**config.mk**
```make
export PLATFORM = sky130hd
export DESIGN_NAME = spram_arbiter_flat
export DESIGN_NICKNAME = d
export VERILOG_FILES = /design/src/rtl/spram_arbiter_pkg.sv /design/src/rtl/spram_arbiter_if.sv /design/src/rtl/spram_arbiter_req_slot.sv /design/src/rtl/spram_arbiter.sv /design/src/flat_wrapper.sv
export SDC_FILE = /design/constraint.sdc
export NUM_CORES = 1
export LEC_CHECK = 0
export BUFFER_PORTS_ARGS = -buffer_cell sky130_fd_sc_hd__buf_2
export CAP_MARGIN = 5
export CORE_MARGIN = 5
export CORE_UTILIZATION = 50
export DETAILED_ROUTE_END_ITERATION = 6
export PLACE_DENSITY = 0.77
export SLEW_MARGIN = 30
export SYNTH_ARGS = -nofsm -noshare
export SYNTH_HDL_FRONTEND = slang
export SYNTH_SLANG_ARGS = --single-unit
```
**constraint.sdc**
```tcl
create_clock -name clk -period 6.8 [get_ports clk]
set_input_delay 2.04 -clock clk [delete_from_list [all_inputs] [get_ports clk]]
set_output_delay 2.04 -clock clk [all_outputs]
set_load 0.05 [all_outputs]
```
**src/rtl/spram_arbiter_pkg.sv**
```systemverilog
// Shared types and constants for the two-master SPRAM arbiter.
package spram_arbiter_pkg;

  localparam int NUM_MASTERS = 2;
  localparam int SPRAM_AW    = 15;
  localparam int SPRAM_DW    = 32;

  // Master 0 is the CPU, master 1 the DMA/streaming engine.
  typedef logic mst_idx_t;

  // One captured bus request; is_read marks a read strobe, otherwise wmask is the write.
  typedef struct packed {
    logic [SPRAM_AW-1:0] addr;
    logic [SPRAM_DW-1:0] wdata;
    logic [3:0]          wmask;
    logic                is_read;
  } req_t;

  function automatic logic req_is_write(input req_t r);
    return !r.is_read && (|r.wmask);
  endfunction

endpackage

```
**src/rtl/spram_arbiter_if.sv**
```systemverilog
// FemtoRV32-style memory bus slice for one master of the SPRAM arbiter.
interface spram_arbiter_if #(
  parameter int AW = 15,
  parameter int DW = 32
);
  logic [AW-1:0] addr;
  logic [DW-1:0] wdata;
  logic [3:0]    wmask;
  logic          rstrb;
  logic [DW-1:0] rdata;
  logic          rbusy;
  logic          wbusy;

  modport master (output addr, wdata, wmask, rstrb, input rdata, rbusy, wbusy);
  modport slave  (input addr, wdata, wmask, rstrb, output rdata, rbusy, wbusy);
endinterface

```
**src/rtl/spram_arbiter_req_slot.sv**
```systemverilog
// Per-master single-entry capture register: holds a request that lost
// arbitration until it is granted in the following cycle.
module spram_req_slot
  import spram_arbiter_pkg::*;
(
  input  logic clk,
  input  logic resetq,
  input  req_t new_req,
  input  logic capture,      // new request lost this cycle
  input  logic release_pend, // pending request granted this cycle
  output logic pend,
  output req_t preg,
  output logic rbusy,
  output logic wbusy
);

  logic pend_d, pend_q;
  req_t preg_d, preg_q;

  // Next pending state: set on capture, cleared when granted.
  always_comb begin
    pend_d = pend_q;
    preg_d = preg_q;
    if (release_pend) pend_d = 1'b0;
    if (capture) begin
      pend_d = 1'b1;
      preg_d = new_req;
    end
  end

  // Slot registers; reset drops any in-flight pending request.
  always_ff @(posedge clk) begin
    if (!resetq) begin
      pend_q <= 1'b0;
      preg_q <= '0;
    end else begin
      pend_q <= pend_d;
      preg_q <= preg_d;
    end
  end

  assign pend  = pend_q;
  assign preg  = preg_q;
  assign rbusy = pend_q & preg_q.is_read;
  assign wbusy = pend_q & req_is_write(preg_q);

endmodule

```
**src/rtl/spram_arbiter.sv**
```systemverilog
// Shares one single-port SPRAM between the CPU (m0) and a DMA engine (m1).
// Uncontended accesses go straight through; collisions are resolved
// round-robin and the loser is replayed from its slot one cycle later.
module spram_arbiter
  import spram_arbiter_pkg::*;
#(
  parameter int AW = SPRAM_AW,
  parameter int DW = SPRAM_DW
) (
  input  logic           clk,
  input  logic           resetq,
  spram_arbiter_if.slave m0,
  spram_arbiter_if.slave m1,
  output logic [AW-1:0]  ram_addr,
  output logic [DW-1:0]  ram_wdata,
  output logic [3:0]     ram_wen,
  input  logic [DW-1:0]  ram_rdata
);

  req_t                   new_req [NUM_MASTERS];
  req_t                   preg    [NUM_MASTERS];
  logic [NUM_MASTERS-1:0] strobe, new_vld, pend, capture, release_pend;
  logic [NUM_MASTERS-1:0] rbusy, wbusy, gnt_mask;

  logic     gnt_vld;
  mst_idx_t gnt;
  req_t     gnt_req;

  logic                           last_d, last_q;
  logic                           rd_valid_d, rd_valid_q;
  mst_idx_t                       rd_owner_d, rd_owner_q;
  logic [NUM_MASTERS-1:0][DW-1:0] rdata_d, rdata_q;
  logic [AW-1:0]                  addr_hold_d, addr_hold_q;
  logic [DW-1:0]                  wdata_hold_d, wdata_hold_q;

  // Port-side requests; a strobe from an already-pending master is ignored.
  always_comb begin
    new_req[0] = '{addr: m0.addr, wdata: m0.wdata, wmask: m0.wmask, is_read: m0.rstrb};
    new_req[1] = '{addr: m1.addr, wdata: m1.wdata, wmask: m1.wmask, is_read: m1.rstrb};
    strobe     = {m1.rstrb | (|m1.wmask), m0.rstrb | (|m0.wmask)};
    new_vld    = strobe & ~pend;
  end

  for (genvar i = 0; i < NUM_MASTERS; i++) begin : g_slot
    spram_req_slot u_slot (
      .clk          (clk),
      .resetq       (resetq),
      .new_req      (new_req[i]),
      .capture      (capture[i]),
      .release_pend (release_pend[i]),
      .pend         (pend[i]),
      .preg         (preg[i]),
      .rbusy        (rbusy[i]),
      .wbusy        (wbusy[i])
    );
  end

  // Grant: a pending replay beats new requests; a tie goes to the master not served last.
  always_comb begin
    gnt_vld = 1'b0;
    gnt     = 1'b0;
    gnt_req = '0;
    if (pend[0]) begin
      gnt_vld = 1'b1;
      gnt     = 1'b0;
      gnt_req = preg[0];
    end else if (pend[1]) begin
      gnt_vld = 1'b1;
      gnt     = 1'b1;
      gnt_req = preg[1];
    end else if (new_vld[0] && new_vld[1]) begin
      gnt_vld = 1'b1;
      gnt     = ~last_q;
      gnt_req = new_req[~last_q];
    end else if (new_vld[0]) begin
      gnt_vld = 1'b1;
      gnt     = 1'b0;
      gnt_req = new_req[0];
    end else if (new_vld[1]) begin
      gnt_vld = 1'b1;
      gnt     = 1'b1;
      gnt_req = new_req[1];
    end
    // No SPRAM access at all while reset is asserted.
    if (!resetq) gnt_vld = 1'b0;
    gnt_mask = '0;
    if (gnt_vld) gnt_mask[gnt] = 1'b1;
    capture      = new_vld & ~gnt_mask;
    release_pend = pend & gnt_mask;
  end

  assign ram_addr  = gnt_vld ? gnt_req.addr  : addr_hold_q;
  assign ram_wdata = gnt_vld ? gnt_req.wdata : wdata_hold_q;
  assign ram_wen   = (gnt_vld && !gnt_req.is_read) ? gnt_req.wmask : 4'b0000;

  // Next state for round-robin pointer, read-return tracking and held read data.
  always_comb begin
    last_d       = gnt_vld ? gnt : last_q;
    rd_valid_d   = gnt_vld & gnt_req.is_read;
    rd_owner_d   = gnt_vld ? gnt : rd_owner_q;
    addr_hold_d  = ram_addr;
    wdata_hold_d = ram_wdata;
    rdata_d      = rdata_q;
    if (rd_valid_q) rdata_d[rd_owner_q] = ram_rdata;
  end

  // Arbiter registers; last resets to 1 so master 0 wins the first tie.
  always_ff @(posedge clk) begin
    if (!resetq) begin
      last_q       <= 1'b1;
      rd_valid_q   <= 1'b0;
      rd_owner_q   <= 1'b0;
      rdata_q      <= '0;
      addr_hold_q  <= '0;
      wdata_hold_q <= '0;
    end else begin
      last_q       <= last_d;
      rd_valid_q   <= rd_valid_d;
      rd_owner_q   <= rd_owner_d;
      rdata_q      <= rdata_d;
      addr_hold_q  <= addr_hold_d;
      wdata_hold_q <= wdata_hold_d;
    end
  end

  // Fresh SPRAM data the cycle after the read, held copy afterwards.
  assign m0.rdata = (rd_valid_q && rd_owner_q == 1'b0) ? ram_rdata : rdata_q[0];
  assign m1.rdata = (rd_valid_q && rd_owner_q == 1'b1) ? ram_rdata : rdata_q[1];
  assign m0.rbusy = rbusy[0];
  assign m0.wbusy = wbusy[0];
  assign m1.rbusy = rbusy[1];
  assign m1.wbusy = wbusy[1];

  ap_one_pending: assert property (@(posedge clk) disable iff (!resetq)
    !(pend[0] && pend[1]));
  ap_no_strobe_while_pending: assert property (@(posedge clk) disable iff (!resetq)
    (strobe & pend) == '0);

endmodule

```
**src/flat_wrapper.sv**
```systemverilog
// flat-port wrapper written by rule: the top's interface ports become plain ports
module spram_arbiter_flat import spram_arbiter_pkg::*;
#(
  parameter int AW = SPRAM_AW,
  parameter int DW = SPRAM_DW
)
  (clk, resetq, ram_addr, ram_wdata, ram_wen, ram_rdata, m0_addr, m0_wdata, m0_wmask, m0_rstrb, m0_rdata, m0_rbusy, m0_wbusy, m1_addr, m1_wdata, m1_wmask, m1_rstrb, m1_rdata, m1_rbusy, m1_wbusy);
  spram_arbiter_if #(.AW(AW), .DW(DW)) m0_i ();
  spram_arbiter_if #(.AW(AW), .DW(DW)) m1_i ();
  input  logic clk;
  input  logic resetq;
  output logic [AW-1:0] ram_addr;
  output logic [DW-1:0] ram_wdata;
  output logic [3:0] ram_wen;
  input  logic [DW-1:0] ram_rdata;
  input wire logic [$bits(m0_i.addr)-1:0] m0_addr;
  input wire logic [$bits(m0_i.wdata)-1:0] m0_wdata;
  input wire logic [$bits(m0_i.wmask)-1:0] m0_wmask;
  input wire logic [$bits(m0_i.rstrb)-1:0] m0_rstrb;
  output wire logic [$bits(m0_i.rdata)-1:0] m0_rdata;
  output wire logic [$bits(m0_i.rbusy)-1:0] m0_rbusy;
  output wire logic [$bits(m0_i.wbusy)-1:0] m0_wbusy;
  input wire logic [$bits(m1_i.addr)-1:0] m1_addr;
  input wire logic [$bits(m1_i.wdata)-1:0] m1_wdata;
  input wire logic [$bits(m1_i.wmask)-1:0] m1_wmask;
  input wire logic [$bits(m1_i.rstrb)-1:0] m1_rstrb;
  output wire logic [$bits(m1_i.rdata)-1:0] m1_rdata;
  output wire logic [$bits(m1_i.rbusy)-1:0] m1_rbusy;
  output wire logic [$bits(m1_i.wbusy)-1:0] m1_wbusy;
  assign m0_i.addr = m0_addr;
  assign m0_i.wdata = m0_wdata;
  assign m0_i.wmask = m0_wmask;
  assign m0_i.rstrb = m0_rstrb;
  assign m0_rdata = m0_i.rdata;
  assign m0_rbusy = m0_i.rbusy;
  assign m0_wbusy = m0_i.wbusy;
  assign m1_i.addr = m1_addr;
  assign m1_i.wdata = m1_wdata;
  assign m1_i.wmask = m1_wmask;
  assign m1_i.rstrb = m1_rstrb;
  assign m1_rdata = m1_i.rdata;
  assign m1_rbusy = m1_i.rbusy;
  assign m1_wbusy = m1_i.wbusy;
  spram_arbiter #(.AW(AW), .DW(DW)) u_core (.clk(clk), .resetq(resetq), .m0(m0_i), .m1(m1_i), .ram_addr(ram_addr), .ram_wdata(ram_wdata), .ram_wen(ram_wen), .ram_rdata(ram_rdata));
endmodule
```
After elaboration in Yosys (flattened, before gate mapping)
Cells that the tools add are included.

cells by class
  $add $sub $neg = 0
  multiply operators = 0
  divide/modulo/power cells = 0
  order comparisons = 5
  equal/unequal tests = 0
  shift operators = 0
  multiplexer cells = 33
  bitwise gates (word level) = 15
  reduce and logical (&&, ||, !) cells = 17

operator list
  kind                                                number
  2-to-1 mux 52 bit                                   8
  2-to-1 mux 32 bit                                   4
  bitwise mux 64 bit                                  1
  demux 32 bit (select 1 bit)                         1
  OR reduction 4 bit                                  4
  2-to-1 mux 1 bit                                    15
  2-to-1 mux 15 bit                                   1
  logical AND 1 bit                                   8
  bitwise AND 2 bit                                   3
  bitwise AND 1 bit                                   5
  < comparator 1 x 2 -> 1 bit, second input constant  2
  2-to-1 mux 4 bit                                    1
  NOT 2 bit                                           2
  nonzero test 2 bit                                  2
  zero test 1 bit                                     3
  >= comparator 1 bit, second input constant          2
  >= comparator 2 bit, second input constant          1
  2-to-1 mux 2 bit                                    1
  NOT 1 bit                                           2
  NOT 1 -> 2 bit                                      1
  OR 1 bit                                            2
  demux 1 bit (select 1 bit)                          1

storage, ports and cells
  flip-flop bits (word level) = 220
  latch bits = 0
  bits in writable memories = 0
  ROM bits = 0
  input bits = 138
  output and inout port bits = 119
  word-level logic and storage cells = 87
  memories kept = 0

Longest topological paths before layout
  depth in word-level cells = 16
  depth in mapped cells = 9
  mapped depth without buffers = 5

Hierarchy
Synthesis repeated with hierarchy kept, for this count alone.

unflattened totals
  cells, all modules = 1,265
  area total of the unflattened synthesis = 11,552.3 um^2

modules (own cells, without submodules)
  module          times used  cells an instance  area an instance (um^2)  seq. area each (um^2)
  spram_arbiter   1           919                7,460.9                  2,282.2
  spram_req_slot  2           173                2,045.7                  1,061.0

Worst setup path before layout
No wires, ideal clock.

  path kind = input port to output port
  start = in m0_rstrb
  end = out ram_addr[8]
  arrival time = 4.302 ns
  path slack = 0.458 ns
  stages = 6
  buffers on the path = 1
  path through = or3_1 o211ai_1 and2_1 buf_2 a221oi_1 a211oi_1

on the way
  word-level cells in the longest chain between the ends = 8

RTL lines
  what                                                   RTL line                                  text
  start: declaration                                     flat_wrapper.sv:19                        input wire logic [$bits(m0_i.rstrb)-1:0] m0_rstrb;
  OR 1 bit (*)                                           spram_arbiter.sv:40                       strobe = {m1.rstrb | (|m1.wmask), m0.rstrb | (|m0.wmask)};
  bitwise AND 2 bit (*)                                  spram_arbiter.sv:41                       new_vld = strobe & ~pend;
  2-to-1 mux 1 bit or logical AND 1 bit (tied branches)  spram_arbiter.sv:75, spram_arbiter.sv:71
  2-to-1 mux 1 bit                                       spram_arbiter.sv:71                       end else if (new_vld[0] && new_vld[1]) begin
  2-to-1 mux 1 bit                                       spram_arbiter.sv:67                       end else if (pend[1]) begin
  2-to-1 mux 1 bit                                       spram_arbiter.sv:63                       if (pend[0]) begin
  2-to-1 mux 1 bit                                       spram_arbiter.sv:85                       if (!resetq) gnt_vld = 1'b0;
  2-to-1 mux 15 bit (*)                                  spram_arbiter.sv:92                       assign ram_addr = gnt_vld ? gnt_req.addr : addr_hold_q;
  end: declaration                                       flat_wrapper.sv:12                        output logic [AW-1:0] ram_addr;

Mark *: on every way between the ends. The rest lies on a longest branch, timed or not.

Worst setup path in the final report
  start = in m0_rstrb
  end = out ram_addr[7]

Same word-level chain as after synthesis.

==> reports/summary.txt <==
CTS root buf = clkbuf_16
# clock sinks = 220
DRC = 0
Final setup margin = 463 ps
TritonCTS Buffers = 25
Drt wl/cell = 18.6 um
Final hold violation count = 0
Sequential element share of the synthesized area = 42.1%
Drt pass-1 iters = 6
Largest net degree at the start of global routing = 196
CP Max Fanout = 22
CTS tree = built
Clock Pin Slew Worst Setup and Hold Paths = 60 ps
Number of max-cap violations = 0
Synth Instances = 1249
Core area = 20800 um^2
Syn_area_per_cell = 8.38 um^2
Iteration-0 DRC Markers = 761
First-pass GRT wire length = 51.3 mm
Io pins = 257
Status = finished, final reports clean
Post-Route WL = 32.3 mm
Slew headroom = 38.7%
Pre-CTS setup slack = 459 ps
Unrepaired setup endpoints after global routing = false
Post-cts gate resize count = 0
Placed cell count = 1685
Num rows = 53
Routability congestion estimate = 0.906
Leak Pwr = 5.72 nW
Die Width = 155 um
Port Buffers = 256
Crit-path max cell delay = 580 ps
Fraction of registers with async set/reset = 0%
Fillcell total = 1844
Critical-path cell list = buf_2, or3_1, o211ai_1, buf_4, and3_1, o221ai_1, o21ai_0, buf_2
Commonest non-fill, non-tap cell in the layout = buf_2
Worst Skew = 9.86 ps
Slew @ Worst Pin = 917 ps
Via density = 5.86
CP Launch Type = input pin
Final setup vio count = 0
Hold Path Class = flip-flop to flip-flop
Synth cell types = 48
Setup_tns = 0 ps
Area added between synthesis and finish = 21.9%
DP HPWL = 20.9 mm
Crit path top cell by count = buf_2
Critical Path RT = 4760 ps
CTS Buffer Depth = 3
Initial Util = 50.3%
Initial antenna violation count = 4
Synth Flop Type = dfxtp_1
Clock Latency Late Sink = 520 ps
Yosys warns = 0
CTS Hold Buffers Added = 0
Crit path kind = input pin to primary output
CP Data Arrival Time = 4300 ps
Final slew viol count = 0
Vias in the first global route = 9899
Peak supply drop = 0.194 mV
Syn Nets = 1387
H-tree Lvls = 1
Chip height = 155 um
DR vias = 10162
Power density cells = 329 nW/um^2
Crit end category = primary output
CP max stage cell = or3_1
Post-CTS setup buffer count = 0
Antenna Violating Nets Remaining = 0
Number of flops mapped to enable cells by yosys = 0
Full die area = 23900 um^2
Final instance area = 12800 um^2
Grt ovf = 0
Dpl cell area = 11900 um^2
Fraction of layout cells with a size suffix above 1 = 28.8%
Delay-heaviest family, CP = buffers and inverters
Finished Layout Cells = 1733
Tcrit/Tclk final = 93.2%
Crit path time final = 6340 ps
Peak Freq = 0.158 GHz
Buf/Inv on CP = 3
Synth Register Bits = 220
All-Layer GR Usage = 25.6%
Synthesized area = 10500 um^2
Nets = 1575
Commonest cells after routing, fill and taps aside = buf_2 (255), dfxtp_1 (218), nand2_1 (162), and3_1 (87), o21ai_0 (82)
==> state kept, by name (all words and copies together) (netlist names) <==
register	flops
u_core.rd_owner_q	1
u_core.rd_valid_q	1
u_core.last_q	1
u_core.rdata_q	64
u_core.addr_hold_q	15
u_core.wdata_hold_q	32
u_core.g_slot.u_slot.preg	104
u_core.g_slot.u_slot.pend	2
==> cell usage after synthesis (3+ instances only) <==
library cell  number  area [um^2]
nand3_1           53          265
inv_1             12         45.0
mux2_2            64          721
o21ai_1           14         70.1
dfxtp_1          220         4400
nor3_1             3         15.0
and3_1            87          544
nor2_1            51          191
o211a_1            9         90.1
o211ai_1          21          158
or3_1              3         18.8
a22oi_1           11         82.6
nand3b_1           6         45.0
buf_2             11         55.1
clkbuf_1          90          338
a221oi_1           9         78.8
a211oi_1          38          285
a21oi_1           76          380
and2_1            76          475
o221ai_1          30          263
o22ai_1            3         18.8
nand2b_1          20          125
nand2_1          162          608
buf_1              9         33.8
a22o_1             9         78.8
o21ai_0           82          410
buf_4              6         45.0
o221ai_2           9          135
o31ai_1           30          225
nor4_1            11         68.8
clkbuf_2           3         15.0
==> layer usage <==
layer | global-route usage, % | routed length [um] | up-vias
li1 | - | - | 4879
met1 | 32.8 | 13500 | 4723
met2 | 42.3 | 15100 | 484
met3 | 5.74 | 2860 | 74
met4 | 9.76 | 843 | 2
met5 | 0 | 13 | -
==> logic make-up after synthesis <==
group / synth area share [%]
and+or+nand+nor: 23.2
AOI/OAI and AO/OA: 22.6
DFF: 42.1
buffers and inverters: 5.22
muxes: 6.98
==> area by class of cell <==
cell class | count | area, um^2 | share of cell area [%]
multi-input cells | 896 | 5560 | 43.6
flip-flops and latches | 220 | 4410 | 34.5
repair buffers | 281 | 1500 | 11.8
clock buffers | 32 | 712 | 5.58
well taps | 275 | 344 | 2.70
clock inverters | 13 | 180 | 1.41
inverters | 13 | 50.0 | 0.392
diodes | 3 | 7.51 | 0.0588
==> stage by stage <==
step | total power, W | utilization, % | hold WS (ps)
after detailed placement | 0.00277 | 57.0 | 442
after CTS | 0.00421 | 61.3 | 450
after global routing | 0.00438 | 61.3 | 469
after floorplan | 0.00244 | - | 431
after global placement | 0.00275 | 57.0 | 437
final | 0.00419 | 61.3 | 450
==> worst paths after layout <==
kind | startpoint | end | slack, ps | cells past startpoint
max | m0_rstrb | ram_addr[7] | 460 | 8
max reg2reg | u_core.g_slot[0].u_slot.pend | u_core.g_slot[1].u_slot.preg[13] | 3640 | 7
min | u_core.g_slot[1].u_slot.preg[17] | u_core.g_slot[1].u_slot.preg[17] | 450 | 2
min reg2reg | u_core.g_slot[1].u_slot.preg[17] | u_core.g_slot[1].u_slot.preg[17] | 450 | 2
==> where the power goes <==
group	switching (W)	internal [W]	total, W
sequential	0.0000729	0.00143	0.00150
combinational	0.000889	0.000360	0.00125
clock	0.000548	0.000892	0.00144
total	0.00151	0.00268	0.00419
==> worst reg2reg max path, cell delays in order, from the launching register on <==
cell and delay [ps]:
dfxtp_2 470, inv_2 350, buf_4 640, nand2_1 290, o21ai_4 560, buf_4 490, nand2_1 140, a21oi_1 160
Note: power is estimated with default switching activity, not from simulation.
